`src/rtl/uart_tx_fifo.sv`:
```
// rtl/uart_tx_fifo.sv - byte FIFO feeding an 8N1 UART transmitter
//
// Ports:
//   clk, rst_n          single clock, asynchronous active-low reset
//   tx_data, tx_valid   byte push; accepted on any edge where tx_ready is high
//   tx_ready            combinational, high while the FIFO has a free slot
//   tx                  serial line, 8N1, LSB first, idle high
//   busy                transmitter not idle
//   bit_strobe          pulse on the last cycle of every bit period
//   frame_done          pulse on the last cycle of each stop bit
//   fifo_count          bytes currently queued (not counting the one in flight)
module uart_tx_fifo #(
    parameter int CLK_FREQ_HZ = 1_600_000,
    parameter int BAUD_RATE   = 100_000,
    parameter int FIFO_DEPTH  = 4
) (
    input  logic                               clk,
    input  logic                               rst_n,
    input  logic [7:0]                         tx_data,
    input  logic                               tx_valid,
    output logic                               tx_ready,
    output logic                               tx,
    output logic                               busy,
    output logic                               bit_strobe,
    output logic                               frame_done,
    output logic [$clog2(FIFO_DEPTH+1)-1:0]    fifo_count
);

    localparam int CLKS_PER_BIT = CLK_FREQ_HZ / BAUD_RATE;
    localparam int CNT_W        = (CLKS_PER_BIT > 1) ? $clog2(CLKS_PER_BIT) : 1;
    localparam int PTR_W        = (FIFO_DEPTH > 1) ? $clog2(FIFO_DEPTH) : 1;
    localparam int CW           = $clog2(FIFO_DEPTH + 1);

    localparam logic [CNT_W-1:0] LAST_CNT = CNT_W'(CLKS_PER_BIT - 1);
    localparam logic [CW-1:0]    DEPTH_C  = CW'(FIFO_DEPTH);

    typedef enum logic [1:0] {
        IDLE  = 2'd0,
        START = 2'd1,
        DATA  = 2'd2,
        STOP  = 2'd3
    } state_e;

    // FIFO storage carries no reset: contents are only read behind a valid count.
    logic [7:0]       mem_q [FIFO_DEPTH];
    logic [PTR_W-1:0] wr_ptr_q, wr_ptr_d;
    logic [PTR_W-1:0] rd_ptr_q, rd_ptr_d;
    logic [CW-1:0]    count_q, count_d;

    state_e           state_q, state_d;
    logic [CNT_W-1:0] bit_cnt_q, bit_cnt_d;
    logic [2:0]       bit_idx_q, bit_idx_d;
    logic [7:0]       shift_q, shift_d;
    logic             tx_q, tx_d;
    logic             busy_q, busy_d;
    logic             bit_strobe_q, bit_strobe_d;
    logic             frame_done_q, frame_done_d;

    logic             push;
    logic             pop;
    logic             last_cyc;
    logic [7:0]       head;

    assign tx_ready   = (count_q < DEPTH_C);
    assign push       = tx_valid && tx_ready;
    assign head       = mem_q[rd_ptr_q];
    assign last_cyc   = (bit_cnt_q == LAST_CNT);

    assign tx         = tx_q;
    assign busy       = busy_q;
    assign bit_strobe = bit_strobe_q;
    assign frame_done = frame_done_q;
    assign fifo_count = count_q;

    always_ff @(posedge clk) begin
        if (push) begin
            mem_q[wr_ptr_q] <= tx_data;
        end
    end

    // Pops are decided from the registered count, so a byte pushed into an
    // empty FIFO is only popped on the following edge.
    always_comb begin
        state_d   = state_q;
        bit_cnt_d = bit_cnt_q;
        bit_idx_d = bit_idx_q;
        shift_d   = shift_q;
        pop       = 1'b0;

        case (state_q)
            IDLE: begin
                if (count_q != '0) begin
                    pop       = 1'b1;
                    shift_d   = head;
                    state_d   = START;
                    bit_cnt_d = '0;
                end
            end
            START: begin
                if (last_cyc) begin
                    state_d   = DATA;
                    bit_cnt_d = '0;
                    bit_idx_d = 3'd0;
                end else begin
                    bit_cnt_d = bit_cnt_q + CNT_W'(1);
                end
            end
            DATA: begin
                if (last_cyc) begin
                    bit_cnt_d = '0;
                    bit_idx_d = bit_idx_q + 3'd1;   // wraps 7 -> 0 on exit
                    if (bit_idx_q == 3'd7) begin
                        state_d = STOP;
                    end
                end else begin
                    bit_cnt_d = bit_cnt_q + CNT_W'(1);
                end
            end
            STOP: begin
                if (last_cyc) begin
                    bit_cnt_d = '0;
                    // Chain straight into the next start bit when data is waiting.
                    if (count_q != '0) begin
                        pop     = 1'b1;
                        shift_d = head;
                        state_d = START;
                    end else begin
                        state_d = IDLE;
                    end
                end else begin
                    bit_cnt_d = bit_cnt_q + CNT_W'(1);
                end
            end
            default: begin
                state_d = IDLE;
            end
        endcase

        // Registered outputs are derived from the next state so that they line
        // up with state_q/bit_cnt_q in the cycle they are visible.
        case (state_d)
            START:   tx_d = 1'b0;
            DATA:    tx_d = shift_d[bit_idx_d];
            default: tx_d = 1'b1;
        endcase
        busy_d       = (state_d != IDLE);
        bit_strobe_d = (state_d != IDLE) && (bit_cnt_d == LAST_CNT);
        frame_done_d = (state_d == STOP) && (bit_cnt_d == LAST_CNT);
    end

    always_comb begin
        wr_ptr_d = push ? wr_ptr_q + PTR_W'(1) : wr_ptr_q;
        rd_ptr_d = pop  ? rd_ptr_q + PTR_W'(1) : rd_ptr_q;
        count_d  = count_q;
        case ({push, pop})
            2'b10:   count_d = count_q + CW'(1);
            2'b01:   count_d = count_q - CW'(1);
            default: count_d = count_q;
        endcase
    end

    always_ff @(posedge clk or negedge rst_n) begin
        if (!rst_n) begin
            wr_ptr_q     <= '0;
            rd_ptr_q     <= '0;
            count_q      <= '0;
            state_q      <= IDLE;
            bit_cnt_q    <= '0;
            bit_idx_q    <= 3'd0;
            shift_q      <= 8'd0;
            tx_q         <= 1'b1;
            busy_q       <= 1'b0;
            bit_strobe_q <= 1'b0;
            frame_done_q <= 1'b0;
        end else begin
            wr_ptr_q     <= wr_ptr_d;
            rd_ptr_q     <= rd_ptr_d;
            count_q      <= count_d;
            state_q      <= state_d;
            bit_cnt_q    <= bit_cnt_d;
            bit_idx_q    <= bit_idx_d;
            shift_q      <= shift_d;
            tx_q         <= tx_d;
            busy_q       <= busy_d;
            bit_strobe_q <= bit_strobe_d;
            frame_done_q <= frame_done_d;
        end
    end

endmodule
```
`config.mk`:
```
export PLATFORM = sky130hd
export DESIGN_NAME = uart_tx_fifo
export DESIGN_NICKNAME = d
export VERILOG_FILES = /design/src/rtl/uart_tx_fifo.sv
export SDC_FILE = /design/constraint.sdc
export NUM_CORES = 1
export LEC_CHECK = 0
export CAP_MARGIN = 25
export CORE_MARGIN = 8
export CORE_UTILIZATION = 35
export DETAILED_ROUTE_END_ITERATION = 6
export PLACE_DENSITY_LB_ADDON = 0.05
export SYNTH_ARGS = -nofsm -noshare
export SYNTH_HDL_FRONTEND = slang
export SYNTH_SLANG_ARGS = --single-unit
```
`constraint.sdc`:
```
create_clock -name clk -period 3.8 [get_ports clk]
set_clock_uncertainty 0.2 [all_clocks]
set_input_delay 0.38 -clock clk [delete_from_list [all_inputs] [get_ports clk]]
set_output_delay 0.38 -clock clk [all_outputs]
set_load 0.01 [all_outputs]
```
* Yosys cells after proc, flatten, opt, wreduce, memory -nomap -nowiden
Memory sizes are Yosys's and may differ from the RTL's. Index checks and enable logic that the tools add are counted.
Word-level totals: memories 1, bits in writable memories 32, output and inout bits 8, bits in latches 0, bits of input ports 11, ROM bits 0, flip-flop bits (word level) 28
Operators by class: shifts and indexed selects 0, muxes and demuxes 25, reduce and logical (&&, ||, !) cells 8, bitwise logic cells 0, multiply operators 0, divide/modulo/power cells 0, equality and inequality tests 11, $lt $le $gt $ge 2, add/sub/neg operators 6
Memories:
- mem_q | words 4, bits a word 8, read ports 1, clocked after Yosys merged registers in 0, write ports 1, line 45 | logic [7:0] mem_q [FIFO_DEPTH];
Operators by type and width (number):
- $mux 8 | 2
- $pmux 8 s2 | 1
- $pmux 3 s2 | 2
- $eq 2x2->1 const B | 5
- $mux 2 | 5
- $eq 4x4->1 const B | 2
- $mux 4 | 2
- $pmux 2 s4 | 1
- $pmux 4 s2 | 1
- $add 3x1->3 const B | 2
- $eq 2x1->1 const B | 3
- $mux 1 | 6
- $mux 3 | 2
- $add 2x1->2 const B | 2
- $add 4x1->4 const B | 1
- $lt 3x4->1 const B | 1
- $pmux 1 s2 | 2
- $reduce_bool 2->1 | 2
- $bmux 1 s3 | 1
- $eq 3x3->1 const B | 1
- $logic_and 1x1->1 | 3
- $lt 3x3->1 const B | 1
- $reduce_bool 3->1 | 1
- $reduce_or 3->1 | 1
- other kinds (2) | 2

* Longest topological paths before layout
depth in word-level cells 7, depth in mapped cells 11, mapped depth without buffers 10

* Least setup slack after synthesis
OpenSTA, ideal clock, no wires.
path type register to register, from register state_q[0], to register count_q[2] (netlist: fifo_count[2]), setup time 0.080 ns, path slack 1.053 ns, cell stages (with the launch flop) 12, period minus slack after synthesis 2.747 ns, data arrival time 2.467 ns, path through dfrtp_1 -> inv_1 -> ha_1 -> clkbuf_1 -> nor3_1 -> clkbuf_1 -> ha_1 -> inv_1 -> fa_1 -> xor2_1 -> nor2_1 -> xnor2_1
On the way: cells in the longest elaborated chain, start to end 4, elaborated cells on any way between the ends 7, those cells by class eq/ne (3); mux (2); reduce/logical (2)
Ends and longest elaborated chain:
- from (decl) | line 50 | state_e state_q, state_d;
- from (signal assigned) | line 179 | state_q <= state_d;
- $eq 2x2->1 or $logic_not 2->1 (tied branches) | line 90 | case (state_q)
- $pmux 1 s2 * | line 90
- net pop | line 60 | logic pop;
- $eq 2x1->1 or $eq 2x2->1 (tied branches) | line 155 | case ({push, pop})
- $pmux 3 s2 or $reduce_bool 2->1 (tied branches)
- to (signal assigned) | line 178 | count_q <= count_d;
- to (decl) | line 48 | logic [CW-1:0] count_q, count_d;
The timed path passes the listed nets; every way through them passes the cells marked *. A chain may end at the register's enable or synchronous reset.

* Worst setup path after layout
from register bit_cnt_q[0], to register tx_q (netlist: tx)
On the way: cells in the longest elaborated chain, start to end 6, elaborated cells on any way between the ends 15, those cells by class eq/ne (3); mux (12)
Ends and longest elaborated chain:
- from (decl) | line 51 | logic [CNT_W-1:0] bit_cnt_q, bit_cnt_d;
- from (signal assigned) | line 180 | bit_cnt_q <= bit_cnt_d;
- $eq 4x4->1 * | line 67 | assign last_cyc = (bit_cnt_q == LAST_CNT);
- $mux 3 (on tied branches) | line 109, 100
- $pmux 3 s2 * | line 90
- net bit_idx_d[0] | line 52 | logic [2:0] bit_idx_q, bit_idx_d;
- $bmux 1 s3 * | line 143 | DATA: tx_d = shift_d[bit_idx_d];
- $mux 1 (not written as such) * | line 143
- $pmux 1 s2 * | line 141 | case (state_d)
- net tx_d | line 54 | logic tx_q, tx_d;
- to (signal assigned) | line 183 | tx_q <= tx_d;
- to (decl) | line 54
The timed path passes the listed nets; every way through them passes the cells marked *. The select of a mux whose other input is x is not followed.

==> reports/metrics.yaml <==
outcome: "finished clean"
yosys-top-cells-area: "sky130_fd_sc_hd__edfxtp_1 35%, sky130_fd_sc_hd__dfrtp_1 25%, sky130_fd_sc_hd__mux4_2 6.6%"
crit_arrival_ns: 2.85
post_drt_wl_per_cell_um: 16.3
fillers: 716
via_count_of_the_first_global_routing_pass: 1811
cts-buffers-inserted: 9
dp.final_hpwl_mm: 3.80
firstDrtPassIters: 4
synth_top_area_share_pct: 35.2
layout-area-overhead-vs-synth_pct: 18.3
synth.ff_latch_count: 60
clock-sinks: 60
insertion_delay_ns: 0.33
final_net_count: 253
global_route.overflow_total: 0
power.density_cell_area_nw_per_um2: 821
io_pins: 19
fp.coreArea_um2: 7650
power.ir.vdd_worst_uv: 253
seq_area_um2: 1660
fmax_mhz: 358
post-cts-setup-buffers: 0
post_synth.cell_area_avg_um2: 13.4
rr_worst_depth: 10
placed_instance_count: 318
grt.total_usage_pct: 10.7
post-layout-total-power_mw: 2.65
path_clk_slew_ns: 0.07
hold_fix_buffers_at_cts: 0
std_cell_rows: 32
totalWireLength_mm: 5.45
drive_gt1_share_pct: 12.9
die-area_um2: 10900
initial_utilization_pct: 35.7
synth-main-ff-cell: "sky130_fd_sc_hd__edfxtp_1"
synth_edf_count: 32
most_common_cell_in_the_synthesized_netlist: "sky130_fd_sc_hd__edfxtp_1"
post_cts_resized: 0
gpl.final_weighted_congestion: 0.783
synth.top_cells.by_count: "32 x sky130_fd_sc_hd__edfxtp_1, 27 x sky130_fd_sc_hd__dfrtp_1, 20 x sky130_fd_sc_hd__inv_1"
worst-slew-pin-transition_ns: 0.808
cap_violations: 0
route.detailed.vias_per_inst: 4.89
routed-via-count: 1634
netlist-cell-type-count: 42
root_buffer: "sky130_fd_sc_hd__clkbuf_8"
cellLeakagePower_nw: 1.33
tritoncts: "yes"
netlist_area_before_placement_um2: 2730
initial_antenna_violation_count: 0
setup.worst_path.start_class: "register"
synth.largest_area_cell: "sky130_fd_sc_hd__edfxtp_1"
first_pass_grt_wire_length_mm: 9.06
dr.first_iter.drc_count: 56
yosys_warnings: 0
timing.final.crit_share_pct: 73.5
cts_h_tree_depth: 3
fin_tns_setup_ns: 0
multi_input_area_um2: 947
synth_cells: 204
worstSetupPathType: "reg2reg"
hold_violations: 0
setup_viol_count_final: 0
grt_setup_unrepaired: "false"
clock_tree.buffer_depth: 2
worst_hold_slack_ns: 0.224
drt_drc_violations_left: 0
antennaDiodeCount: 0
pin_count_of_the_biggest_net_entering_global_routing: 29
synth-async-reset-ratio_pct: 46.7
worstPathMaxFanout: 7
drv_slew: 0
die_outline_width_um: 104
ant_nets: 0
layout_min_cycle_time_ns: 2.79
final-instance-count-excl-fill: 334
min-delay-path-class: "in2async"
critPathCaptureType: "register"
synth_seq_area_share_pct: 60.9
syn-num-nets: 230
slew_headroom_pct: 45.7
buffer_ports.inserted: 18
die_h_um: 104
required_ns: 3.85
path summary, 6_finish.rpt:
kind                              start     endpoint  slack, ns
max reg2reg                bit_cnt_q[0]           tx       1.01
max in group asynchronous         rst_n           tx       2.86
min reg2reg                  shift_q[0]   shift_q[0]       0.31
min in group clk             shift_q[0]   shift_q[0]       0.31
max                        bit_cnt_q[0]           tx       1.01
min                               rst_n  wr_ptr_q[0]       0.22
cells by family after synthesis:
| family | count (synthesis) | share of synthesized area (%) |
|---|---|---|
| xor gates and xnor gates | 6 | 1.92 |
| adders and majority gates | 15 | 7.15 |
| buffers and inverters | 29 | 4.40 |
| and+or+nand+nor | 50 | 9.07 |
| DFF | 60 | 60.9 |
| AOI/OAI and AO/OA | 34 | 9.17 |
| muxes | 10 | 7.38 |
metal layers:
layer	vias up	global-route usage, %	share of wire (%)
met5	-	0	0
met4	0	6.20	2.3
met3	10	2.54	2.8
met2	22	18.9	52
met1	814	11.4	43
li1	788	-	-
stage by stage:
step,utilization [%],cell area (µm²),worst slack (ns)
finish,42.2,3230,1.01
global route,42.2,3230,0.817
CTS,42.2,3230,1.00
detailed placement,39.4,3010,1.02
global placement,39.4,3010,1.12
floorplan,-,2730,1.05
area by class of cell:
class,instances,area share (%)
multi-input cells,115,29.3
flip-flops and latches,60,51.5
well taps,102,3.95
inverters,21,2.52
repair buffers,20,6.04
clock buffers,9,3.84
clock inverters,7,2.83
sequential cells by signal, indices dropped and copies added (netlist names):
| register | flops |
|---|---|
| state_q | 2 |
| fifo_count | 3 |
| bit_strobe | 1 |
| tx | 1 |
| bit_cnt_q | 4 |
| wr_ptr_q | 2 |
| mem_q | 32 |
| frame_done | 1 |
| busy | 1 |
| bit_idx_q | 3 |
| rd_ptr_q | 2 |
| shift_q | 8 |
where the power goes:
part	internal, mW	switching [mW]	total (mW)
combinational	0.470	0.569	1.04
sequential	0.854	0.136	0.991
clock	0.367	0.254	0.620
total	1.69	0.959	2.65
worst max-delay path: stages, from the launching register on:
cell and delay [ns]:
sky130_fd_sc_hd__dfrtp_1 0.41, sky130_fd_sc_hd__ha_1 0.28, sky130_fd_sc_hd__and3_1 0.38, sky130_fd_sc_hd__inv_4 0.07
sky130_fd_sc_hd__ha_1 0.27, sky130_fd_sc_hd__nand2b_1 0.14, sky130_fd_sc_hd__a31oi_1 0.33, sky130_fd_sc_hd__a21boi_0 0.29
sky130_fd_sc_hd__a22oi_1 0.13, sky130_fd_sc_hd__o2111ai_1 0.11, sky130_fd_sc_hd__a31oi_1 0.11
cell usage in the layout (no fill, tap or decap), drive strengths merged, types with 3 or more instances in the layout:
master,count
nand2b,3
clkbuf,9
nand4,3
ha,14
nand3,5
nor2,8
mux4,8
nor3,3
a21oi,4
nand2,16
edfxtp,32
inv,21
clkinv,5
a22oi,3
o21ai,7
dfrtp,27
xnor2,4
and2,8
a32oi,6
clkdlybuf4s50,18
(Power assumes the default switching activity.)
